### src/rtl/matrix_mem_unit_if.sv
// rtl/matrix_mem_unit_if.sv - host and MAC-engine bus bundle for matrix_mem_unit
interface matrix_mem_unit_if #(
   parameter int param_M            = 4,
   parameter int param_K            = 4,
   parameter int param_N            = 4,
   parameter int DATA_WIDTH_INITIAL = 8,
   parameter int DATA_WIDTH_FINAL   = DATA_WIDTH_INITIAL * 2
);
   // Index widths; a one-entry matrix still needs a one-bit index.
   localparam int A_AW  = (param_M * param_K > 1) ? $clog2(param_M * param_K) : 1;
   localparam int B_AW  = (param_K * param_N > 1) ? $clog2(param_K * param_N) : 1;
   localparam int C_AW  = (param_M * param_N > 1) ? $clog2(param_M * param_N) : 1;
   localparam int AB_AW = (A_AW > B_AW) ? A_AW : B_AW;

   // Host side
   logic                          host_we;
   logic                          host_sel;
   logic [AB_AW-1:0]              host_addr;
   logic [DATA_WIDTH_INITIAL-1:0] host_wdata;
   logic                          host_start;
   logic                          host_busy;
   logic                          host_done;
   logic                          host_c_re;
   logic [C_AW-1:0]               host_c_addr;
   logic [DATA_WIDTH_FINAL-1:0]   host_c_rdata;
   logic                          host_c_rvalid;

   // MAC engine side
   logic                          mac_start;
   logic                          a_b_re;
   logic [A_AW-1:0]               a_addr_in;
   logic [B_AW-1:0]               b_addr_in;
   logic [DATA_WIDTH_INITIAL-1:0] a_data_out;
   logic [DATA_WIDTH_INITIAL-1:0] b_data_out;
   logic                          c_we;
   logic [C_AW-1:0]               c_addr_in;
   logic [DATA_WIDTH_FINAL-1:0]   c_data_in;
   logic                          mac_done;

   // The memory unit
   modport slave (
      input  host_we, host_sel, host_addr, host_wdata, host_start,
      input  host_c_re, host_c_addr,
      output host_busy, host_done, host_c_rdata, host_c_rvalid,
      input  a_b_re, a_addr_in, b_addr_in, c_we, c_addr_in, c_data_in, mac_done,
      output mac_start, a_data_out, b_data_out
   );

   // The host plus engine driving the memory unit
   modport master (
      output host_we, host_sel, host_addr, host_wdata, host_start,
      output host_c_re, host_c_addr,
      input  host_busy, host_done, host_c_rdata, host_c_rvalid,
      output a_b_re, a_addr_in, b_addr_in, c_we, c_addr_in, c_data_in, mac_done,
      input  mac_start, a_data_out, b_data_out
   );
endinterface

### src/rtl/matrix_mem_unit.sv
// rtl/matrix_mem_unit.sv - A/B/C matrix store and run sequencer for the MAC engine
module matrix_mem_unit #(
   parameter int param_M            = 4,
   parameter int param_K            = 4,
   parameter int param_N            = 4,
   parameter int DATA_WIDTH_INITIAL = 8,
   parameter int DATA_WIDTH_FINAL   = DATA_WIDTH_INITIAL * 2
) (
   input  logic              clk,
   input  logic              rstn,
   matrix_mem_unit_if.slave  bus
);
   localparam int A_SIZE = param_M * param_K;
   localparam int B_SIZE = param_K * param_N;
   localparam int C_SIZE = param_M * param_N;
   localparam int A_AW   = (A_SIZE > 1) ? $clog2(A_SIZE) : 1;
   localparam int B_AW   = (B_SIZE > 1) ? $clog2(B_SIZE) : 1;
   localparam int C_AW   = (C_SIZE > 1) ? $clog2(C_SIZE) : 1;

   typedef enum logic [1:0] {
      ST_IDLE  = 2'd0,
      ST_START = 2'd1,
      ST_RUN   = 2'd2,
      ST_DONE  = 2'd3
   } state_t;

   state_t                        state;
   logic                          mac_done_q;
   logic                          mac_start_q;
   logic                          host_busy_q;
   logic                          host_done_q;

   logic [DATA_WIDTH_INITIAL-1:0] mem_a [A_SIZE];
   logic [DATA_WIDTH_INITIAL-1:0] mem_b [B_SIZE];
   logic [DATA_WIDTH_FINAL-1:0]   mem_c [C_SIZE];

   logic [DATA_WIDTH_INITIAL-1:0] a_rd_q;
   logic [DATA_WIDTH_INITIAL-1:0] b_rd_q;
   logic [DATA_WIDTH_FINAL-1:0]   c_rd_q;
   logic                          c_rvalid_q;

   logic                          host_wr_ok;
   logic                          host_a_hit;
   logic                          host_b_hit;
   logic                          eng_a_hit;
   logic                          eng_b_hit;
   logic                          eng_c_hit;
   logic                          host_c_hit;

   // Host loads are only safe while the engine is not fetching operands.
   assign host_wr_ok = (state == ST_IDLE) || (state == ST_DONE);

   // Range guards only matter for non-power-of-two matrix sizes.
   assign host_a_hit = int'(bus.host_addr)   < A_SIZE;
   assign host_b_hit = int'(bus.host_addr)   < B_SIZE;
   assign eng_a_hit  = int'(bus.a_addr_in)   < A_SIZE;
   assign eng_b_hit  = int'(bus.b_addr_in)   < B_SIZE;
   assign eng_c_hit  = int'(bus.c_addr_in)   < C_SIZE;
   assign host_c_hit = int'(bus.host_c_addr) < C_SIZE;

   // Run sequencer: launch pulse, wait for a fresh rising edge of mac_done
   always_ff @(posedge clk or negedge rstn) begin
      if (!rstn) begin
         state       <= ST_IDLE;
         mac_done_q  <= 1'b0;
         mac_start_q <= 1'b0;
         host_busy_q <= 1'b0;
         host_done_q <= 1'b0;
      end else begin
         mac_done_q <= bus.mac_done;
         case (state)
            ST_IDLE: begin
               if (bus.host_start) begin
                  state       <= ST_START;
                  mac_start_q <= 1'b1;
                  host_busy_q <= 1'b1;
               end
            end
            ST_START: begin
               state       <= ST_RUN;
               mac_start_q <= 1'b0;
            end
            ST_RUN: begin
               // Only a 0->1 transition ends the run; a level left high
               // from the previous run must not finish this one early.
               if (bus.mac_done && !mac_done_q) begin
                  state       <= ST_DONE;
                  host_busy_q <= 1'b0;
                  host_done_q <= 1'b1;
               end
            end
            ST_DONE: begin
               if (bus.host_start) begin
                  state       <= ST_START;
                  mac_start_q <= 1'b1;
                  host_busy_q <= 1'b1;
                  host_done_q <= 1'b0;
               end
            end
            default: begin
               state       <= ST_IDLE;
               mac_start_q <= 1'b0;
               host_busy_q <= 1'b0;
               host_done_q <= 1'b0;
            end
         endcase
      end
   end

   // Matrix A storage, written by the host outside a run
   always_ff @(posedge clk or negedge rstn) begin
      if (!rstn) begin
         for (int i = 0; i < A_SIZE; i++) begin
            mem_a[i] <= '0;
         end
      end else if (bus.host_we && host_wr_ok && !bus.host_sel && host_a_hit) begin
         mem_a[bus.host_addr[A_AW-1:0]] <= bus.host_wdata;
      end
   end

   // Matrix B storage, written by the host outside a run
   always_ff @(posedge clk or negedge rstn) begin
      if (!rstn) begin
         for (int i = 0; i < B_SIZE; i++) begin
            mem_b[i] <= '0;
         end
      end else if (bus.host_we && host_wr_ok && bus.host_sel && host_b_hit) begin
         mem_b[bus.host_addr[B_AW-1:0]] <= bus.host_wdata;
      end
   end

   // Matrix C storage, written by the engine in any state
   always_ff @(posedge clk or negedge rstn) begin
      if (!rstn) begin
         for (int i = 0; i < C_SIZE; i++) begin
            mem_c[i] <= '0;
         end
      end else if (bus.c_we && eng_c_hit) begin
         mem_c[bus.c_addr_in[C_AW-1:0]] <= bus.c_data_in;
      end
   end

   // Engine operand fetch: one-cycle latency, holds while a_b_re is low
   always_ff @(posedge clk or negedge rstn) begin
      if (!rstn) begin
         a_rd_q <= '0;
         b_rd_q <= '0;
      end else if (bus.a_b_re) begin
         a_rd_q <= eng_a_hit ? mem_a[bus.a_addr_in[A_AW-1:0]] : '0;
         b_rd_q <= eng_b_hit ? mem_b[bus.b_addr_in[B_AW-1:0]] : '0;
      end
   end

   // Host C readback; samples mem_c before any same-edge engine write lands
   always_ff @(posedge clk or negedge rstn) begin
      if (!rstn) begin
         c_rd_q     <= '0;
         c_rvalid_q <= 1'b0;
      end else begin
         c_rvalid_q <= bus.host_c_re;
         if (bus.host_c_re) begin
            c_rd_q <= host_c_hit ? mem_c[bus.host_c_addr[C_AW-1:0]] : '0;
         end
      end
   end

   assign bus.mac_start     = mac_start_q;
   assign bus.host_busy     = host_busy_q;
   assign bus.host_done     = host_done_q;
   assign bus.a_data_out    = a_rd_q;
   assign bus.b_data_out    = b_rd_q;
   assign bus.host_c_rdata  = c_rd_q;
   assign bus.host_c_rvalid = c_rvalid_q;
endmodule

### src/flat_wrapper.sv
// flat-port wrapper written by rule: the top's interface ports become plain ports
module matrix_mem_unit_flat 
#(
   parameter int param_M            = 4,
   parameter int param_K            = 4,
   parameter int param_N            = 4,
   parameter int DATA_WIDTH_INITIAL = 8,
   parameter int DATA_WIDTH_FINAL   = DATA_WIDTH_INITIAL * 2
)
  (clk, rstn, bus_host_we, bus_host_sel, bus_host_addr, bus_host_wdata, bus_host_start, bus_host_c_re, bus_host_c_addr, bus_host_busy, bus_host_done, bus_host_c_rdata, bus_host_c_rvalid, bus_a_b_re, bus_a_addr_in, bus_b_addr_in, bus_c_we, bus_c_addr_in, bus_c_data_in, bus_mac_done, bus_mac_start, bus_a_data_out, bus_b_data_out);
  matrix_mem_unit_if #(.param_M(param_M), .param_K(param_K), .param_N(param_N), .DATA_WIDTH_INITIAL(DATA_WIDTH_INITIAL), .DATA_WIDTH_FINAL(DATA_WIDTH_FINAL)) bus_i ();
  input  logic clk;
  input  logic rstn;
  input wire logic [$bits(bus_i.host_we)-1:0] bus_host_we;
  input wire logic [$bits(bus_i.host_sel)-1:0] bus_host_sel;
  input wire logic [$bits(bus_i.host_addr)-1:0] bus_host_addr;
  input wire logic [$bits(bus_i.host_wdata)-1:0] bus_host_wdata;
  input wire logic [$bits(bus_i.host_start)-1:0] bus_host_start;
  input wire logic [$bits(bus_i.host_c_re)-1:0] bus_host_c_re;
  input wire logic [$bits(bus_i.host_c_addr)-1:0] bus_host_c_addr;
  output wire logic [$bits(bus_i.host_busy)-1:0] bus_host_busy;
  output wire logic [$bits(bus_i.host_done)-1:0] bus_host_done;
  output wire logic [$bits(bus_i.host_c_rdata)-1:0] bus_host_c_rdata;
  output wire logic [$bits(bus_i.host_c_rvalid)-1:0] bus_host_c_rvalid;
  input wire logic [$bits(bus_i.a_b_re)-1:0] bus_a_b_re;
  input wire logic [$bits(bus_i.a_addr_in)-1:0] bus_a_addr_in;
  input wire logic [$bits(bus_i.b_addr_in)-1:0] bus_b_addr_in;
  input wire logic [$bits(bus_i.c_we)-1:0] bus_c_we;
  input wire logic [$bits(bus_i.c_addr_in)-1:0] bus_c_addr_in;
  input wire logic [$bits(bus_i.c_data_in)-1:0] bus_c_data_in;
  input wire logic [$bits(bus_i.mac_done)-1:0] bus_mac_done;
  output wire logic [$bits(bus_i.mac_start)-1:0] bus_mac_start;
  output wire logic [$bits(bus_i.a_data_out)-1:0] bus_a_data_out;
  output wire logic [$bits(bus_i.b_data_out)-1:0] bus_b_data_out;
  assign bus_i.host_we = bus_host_we;
  assign bus_i.host_sel = bus_host_sel;
  assign bus_i.host_addr = bus_host_addr;
  assign bus_i.host_wdata = bus_host_wdata;
  assign bus_i.host_start = bus_host_start;
  assign bus_i.host_c_re = bus_host_c_re;
  assign bus_i.host_c_addr = bus_host_c_addr;
  assign bus_host_busy = bus_i.host_busy;
  assign bus_host_done = bus_i.host_done;
  assign bus_host_c_rdata = bus_i.host_c_rdata;
  assign bus_host_c_rvalid = bus_i.host_c_rvalid;
  assign bus_i.a_b_re = bus_a_b_re;
  assign bus_i.a_addr_in = bus_a_addr_in;
  assign bus_i.b_addr_in = bus_b_addr_in;
  assign bus_i.c_we = bus_c_we;
  assign bus_i.c_addr_in = bus_c_addr_in;
  assign bus_i.c_data_in = bus_c_data_in;
  assign bus_i.mac_done = bus_mac_done;
  assign bus_mac_start = bus_i.mac_start;
  assign bus_a_data_out = bus_i.a_data_out;
  assign bus_b_data_out = bus_i.b_data_out;
  matrix_mem_unit #(.param_M(param_M), .param_K(param_K), .param_N(param_N), .DATA_WIDTH_INITIAL(DATA_WIDTH_INITIAL), .DATA_WIDTH_FINAL(DATA_WIDTH_FINAL)) u_core (.clk(clk), .rstn(rstn), .bus(bus_i));
endmodule
### config.mk
export PLATFORM = sky130hd
export DESIGN_NAME = matrix_mem_unit_flat
export DESIGN_NICKNAME = d
export VERILOG_FILES = /design/src/rtl/matrix_mem_unit_if.sv /design/src/rtl/matrix_mem_unit.sv /design/src/flat_wrapper.sv
export SDC_FILE = /design/constraint.sdc
export NUM_CORES = 1
export LEC_CHECK = 0
export BUFFER_PORTS_ARGS = -buffer_cell sky130_fd_sc_hd__buf_2
export CORE_ASPECT_RATIO = 0.9
export CORE_MARGIN = 2
export CORE_UTILIZATION = 36
export DETAILED_ROUTE_END_ITERATION = 8
export GPL_TIMING_DRIVEN = 0
export PLACE_DENSITY = 0.56
export SETUP_SLACK_MARGIN = 0.02
export SLEW_MARGIN = 20
export SYNTH_ARGS = -nofsm -noshare
export SYNTH_HDL_FRONTEND = slang
export SYNTH_SLANG_ARGS = --single-unit
### constraint.sdc
create_clock -name clk -period 2.8 [get_ports clk]
set_input_delay 0.7 -clock clk [delete_from_list [all_inputs] [get_ports clk]]
set_output_delay 0.7 -clock clk [all_outputs]
set_load 0.1 [all_outputs]
## Yosys cells after proc, flatten, opt, wreduce, memory -nomap -nowiden

Cells that the tools add are included.

| word-level totals | value |
|---|---|
| flip-flop bits (word level) | 551 |
| RAM bits | 0 |
| memory bits (read-only) | 0 |
| output and inout bits | 36 |
| bits in latches | 0 |
| memories kept | 0 |

| operators by class | value |
|---|---|
| multiply operators | 0 |
| bitwise gates (word level) | 5 |
| div/mod/pow operators | 0 |
| shift operators | 0 |
| multiplexer cells | 26 |
| magnitude comparators | 7 |
| $add $sub $neg | 0 |
| equal/unequal tests | 6 |
| reductions and logical operators | 18 |

Operator list:

| cell | number |
|---|---|
| 128-bit bitwise mux | 2 |
| 256-bit bitwise mux | 1 |
| 16-bit binary-select mux with 4-bit select | 1 |
| 8-bit binary-select mux with 4-bit select | 2 |
| 16-bit demux with 4-bit select | 1 |
| 16-bit 2-to-1 mux | 3 |
| 8-bit 2-to-1 mux | 5 |
| 8-bit demux with 4-bit select | 1 |
| 5-bit greater-or-equal comparator (second input constant) | 5 |
| 4-bit inverter with 5-bit output | 5 |
| 5-bit by 1-bit < comparator with 1-bit output (second input constant) | 2 |
| 1-bit logical AND | 6 |
| 1-bit one-hot mux with 2 select lines | 3 |
| 2-bit one-hot mux with 3 select lines | 1 |
| 3-bit AND reduction | 2 |
| 2-bit nonzero test | 3 |
| 2-bit == test (second input constant) | 2 |
| 1-bit 2-to-1 mux | 4 |
| 2-bit 2-to-1 mux | 2 |
| 2-bit by 1-bit != test with 1-bit output (second input constant) | 2 |
| 2-bit AND reduction | 2 |
| 2-bit by 1-bit == test with 1-bit output (second input constant) | 1 |
| 1-bit logical NOT | 2 |
| 2-bit logical NOT | 1 |
| other kinds (3) | 3 |

## Logic depth before layout (Yosys ltp)

| logic depth | value |
|---|---|
| depth in word-level cells | 6 |
| gate-level depth with buffers | 7 |
| mapped depth without buffers | 5 |

## Worst setup path after synthesis

No wires, ideal clock.

| path | value |
|---|---|
| path kind | input to register |
| start | in bus_host_addr[2] |
| end | reg u_core.mem_a[104] (netlist bit) |
| arrival time | 2.025 ns |
| slack | 0.650 ns |
| stages | 5 |
| path buffers | 2 |
| required time | 2.675 ns |
| cells stage by stage | or3b_1 -> buf_2 -> or3_1 -> buf_6 -> mux2_4 |

| on the way | value |
|---|---|
| longest elaborated chain between the ends | 6 |

Ends and longest elaborated chain:

| what | line | text |
|---|---|---|
| from (decl) | flat_wrapper.sv:16 | `input wire logic [$bits(bus_i.host_addr)-1:0] bus_host_addr;` |
| 4-bit inverter with 5-bit output (implied by the code) * | matrix_mem_unit.sv:117 | `mem_a[bus.host_addr[A_AW-1:0]] <= bus.host_wdata;` |
| 5-bit greater-or-equal comparator (implied by the code) or 5-bit by 1-bit < comparator with 1-bit output (tied branches) | matrix_mem_unit.sv:117 |  |
| 1-bit logical AND (implied by the code) | matrix_mem_unit.sv:117 |  |
| 8-bit 2-to-1 mux (implied by the code) | matrix_mem_unit.sv:117 |  |
| 8-bit demux with 4-bit select * | matrix_mem_unit.sv:117 |  |
| 128-bit bitwise mux * | matrix_mem_unit.sv:117 |  |
| to (signal, indexed assignment) | matrix_mem_unit.sv:117 |  |
| to (decl) | matrix_mem_unit.sv:33 | `logic [DATA_WIDTH_INITIAL-1:0] mem_a [A_SIZE];` |

Every way passes the cells marked *; elsewhere a longest branch is shown, timed or not.
A chain may end at the register's enable or synchronous reset.

## Worst setup path after layout

| path | value |
|---|---|
| start | reg u_core.state[0] |
| end | reg u_core.mem_a[5] (netlist bit) |

| on the way | value |
|---|---|
| longest elaborated chain between the ends | 4 |

Ends and longest elaborated chain:

| what | line | text |
|---|---|---|
| from (decl) | matrix_mem_unit.sv:27 | `state_t state;` |
| from (signal assigned) | matrix_mem_unit.sv:64 | `state <= ST_IDLE;` |
| from (signal assigned) | matrix_mem_unit.sv:74 | `state <= ST_START;` |
| from (signal assigned) | matrix_mem_unit.sv:80 | `state <= ST_RUN;` |
| 2-bit == test or 2-bit logical NOT (tied branches) | matrix_mem_unit.sv:51 | `assign host_wr_ok = (state == ST_IDLE) \|\| (state == ST_DONE);` |
| 1-bit logical OR * | matrix_mem_unit.sv:51 |  |
| via u_core.host_wr_ok | matrix_mem_unit.sv:42 | `logic host_wr_ok;` |
| 1-bit logical AND * (2 in series) | matrix_mem_unit.sv:116 | `end else if (bus.host_we && host_wr_ok && !bus.host_sel && host_a_hit) begin` |

Mark *: on every way through the listed nets, which the timed path passes. The rest lies on a longest branch.

==> metrics.txt <==
Clock Tree Root clkbuf_16; Cell Int Power around 19 mW; post-route clock skew 0.02983 ns; setup repair bufs after CTS 0; YS warnings 0; period utilization 1.000; Seq/Total Area, Yosys 0.5550; startpoint types flip-flop; area post-placement 26570 um2; Final GP Congestion ~0.79; initial antenna violation count 1; fraction of layout cells with a size suffix above 1 0.5221; dpl hpwl approximately 43000 um; leakage around 13 nW; critical path's largest stage delay between 0.8 and 0.9 ns; WP data required about 3.3 ns; Die X between 200 and 300 um; critical path endpoint category flip-flop; Area Overhead vs Synth 15.57%; post-route setup slack -0.0004312 ns; internal reg-to-reg setup slack -0.0004 ns; synthesized cell area ~25000 um2; critical path, cell by cell inv_1 -> ha_1 -> nand2_2 -> buf_2 -> nor3_2 -> mux2_2; Cell variety after synth 34; R2R Path Start u_core.state[0]; largest net degree at the start of global routing just over 100; slowest stage cell, crit path nor3_2; Critical Path Fanout Max 10; Reg2Reg Capture Point u_core.mem_a[5]; syn_nets 1607; Pre-antenna DRT Iters 5; core area ~68000 um2; most common flop cell mapped by yosys dfrtp_1; Post-synth EDFFs 0; Ant. Diodes 0; Filler cells between 6000 and 7000; design area between 20000 and 30000 um2; PwrDens a little over 900 nW/um2; routed length per instance 23.64 um; die height 253.2 um; Mapped Avg Cell Area about 16 um2; unrepaired setup endpoints after global routing yes; drt total wl 63190 um; Overall Power around 26 mW; H-tree level count 2; Clk network pwr share 0.315; Max Cap Viol 0; grt total ovfl 0; Clock Latency Late Sink 0.63 ns; fin nets ~1800; via density per instance about 5.3; CTS clk-pin slew, worst paths about 0.06 ns; Seq pwr share 0.449; # rows 91; Switch Pwr roughly 7.5 mW; vias about 14000; Sw Ratio 0.2885; final-report hold violation count 0; Initial Utilization 0.3630; Post-synth ARST share 1.000; ANT nets after route 0; # DRC 0; global-route wire length before repair between 90000 and 100000 um; Starting DRT DRC Count about 800; CTS Buffer Depth 3; Finish-stage setup viols 1; f_max 357.1 MHz; Finished Core Util 0.4196; CP arrival 3.29 ns; worst slew pin tran ~1.0 ns; fin crit period between 2 and 3 ns; Worst IR Drop VDD 584.0 uV; max-slew headroom at the worst pin 0.3275; Sinks on Clock Net about 550; flops & latches, synth roughly 550; Ports 89; status complete, but fails checks; CTS tree yes; hold crit path type in -> reg; global-route usage over all layers 0.1806; overall die area about 71000 um2; critical path type reg -> reg; Synth Instances between 1500 and 2000; vias in the first global route between 15000 and 20000; failing checks setup timing; max-slew violations 0; R2R cell count 6; Worst Setup EP u_core.mem_a[5]; Combinational Power Share 0.237; worst setup path start u_core.state[0]; I/O Buffers 78; CTS buffer count 60
## cells in the final DEF (no fill, tap or decap), types with 6 or more instances in the layout
master and instances:
dfrtp_1 551, mux2_4 40, clkbuf_1 75, nand2b_1 12, mux2_2 472, nor2_1 43, or3_1 7, o22ai_1 32
mux4_2 128, mux2i_1 33, clkinv_2 13, nor3_2 14, buf_2 122, buf_16 6, buf_1 10, clkbuf_16 61
nor3_4 13, clkbuf_8 16, a221oi_1 32
## cell type report
cell class,count,area (um2),area share
multi-input combinational,863,10510,0.3659
tap,930,1164,0.04053
clock inverter,24,295.3,0.01029
timing repair buffer,85,575.6,0.02005
clock buffer,85,1777,0.06188
sequential,551,13790,0.4803
buffer,130,585.6,0.02040
inverter,5,18.77,0.0006537
## kinds of logic (layout without fill, tap and decap cells)
family	Yosys count	in the layout	share of synthesized area
multiplexers	673	673	0.3675
flip-flops	551	551	0.5550
buffers and inverters	135	329	0.02433
AND/OR/NAND/NOR	110	110	0.02846
AO/OA/AOI/OAI	75	75	0.02221
adder cells (fa/ha/maj)	5	5	0.002518
## synth_stat cells, drive strengths merged (2+ instances only)
cell / number / share of area
a21o: 3 / 0.00091
a21oi: 3 / 0.00060
a221oi: 32 / 0.011
and2: 3 / 0.00076
buf: 63 / 0.013
clkbuf: 67 / 0.010
dfrtp: 551 / 0.56
ha: 5 / 0.0025
inv: 5 / 0.00076
mux2: 512 / 0.24
mux2i: 33 / 0.013
mux4: 128 / 0.12
nand2: 4 / 0.00071
nand2b: 12 / 0.0030
nand3: 2 / 0.00040
nand3b: 5 / 0.0015
nor2: 43 / 0.0065
nor3: 27 / 0.012
o21ai: 2 / 0.00040
o22ai: 32 / 0.0081
or2: 4 / 0.0010
or3: 7 / 0.0018
## worst max-delay path: cells and delay by family (launching register included)
| kind | cells | cell delay, ns |
|---|---|---|
| fa+ha+maj | 1 | 0.40 |
| buf+inv | 2 | 0.39 |
| flops | 1 | 0.43 |
| mux | 1 | 0.41 |
| simple gates | 2 | 1.02 |
## routing by layer
layer | GRT usage | part of all wire | up-vias
li1 | - | - | 6091
met1 | 0.2554 | 0.46 | 7739
met2 | 0.2870 | 0.47 | 278
met3 | 0.03054 | 0.043 | 84
met4 | 0.04950 | 0.022 | 2
met5 | 0 | 0.00021 | -
## worst min path at each step
stage                         start                  endpoint  slack, ns  cells past startpoint
2_1_floorplan                  rstn  u_core.bus.a_data_out[0]       0.40                      0
3_3_place_gp   u_core.bus.host_done      u_core.bus.host_done       0.46                      1
3_5_place_dp   u_core.bus.host_done      u_core.bus.host_done       0.46                      1
4_1_cts                bus_mac_done         u_core.mac_done_q       0.18                      1
5_1_grt               bus_host_c_re  u_core.bus.host_c_rvalid       0.20                      1
6_report               bus_mac_done         u_core.mac_done_q       0.21                      1
## state kept, by name, summed over array words and instances (netlist names), 2 cells and up
signal / flops
u_core.mem_b: 128
u_core.bus.b_data_out: 8
u_core.mem_a: 128
u_core.bus.a_data_out: 8
u_core.bus.host_c_rdata: 16
u_core.state: 2
u_core.mem_c: 256
## power by group through the flow
| stage | Clock, mW | Sequential, mW | Combinational (mW) |
|---|---|---|---|
| floorplan | 0 | 12.3 | 3.99 |
| global placement | 0 | 11.6 | 5.96 |
| detailed placement | 0 | 11.8 | 6.17 |
| CTS | 8.40 | 11.6 | 6.20 |
| global route | 8.72 | 11.9 | 6.59 |
| finish | 8.18 | 11.7 | 6.15 |
## repair_timing
item | CTS | global route
hold endpoints to repair | 18 | 0
setup endpoints to repair | 33 | 77
hold buffers | 1 | 0
cloned | 0 | 0
gates resized for setup | 5 | 4
## through the flow
step | hold slack [ns] | setup TNS [ns] | setup slack (ns) | instances
detailed placement | 0.4645 | -1.079 | -0.1096 | 2563
global route | 0.2010 | -3.325 | -0.1330 | 2673
floorplan | 0.4044 | 0 | 0.6501 | 1549
global placement | 0.4631 | -5580.47 | -10.19 | 2557
finish | 0.2084 | -0.0004312 | -0.0004312 | 2673
CTS | 0.1751 | -0.02122 | -0.01648 | 2673
(Power assumes the default switching activity.)
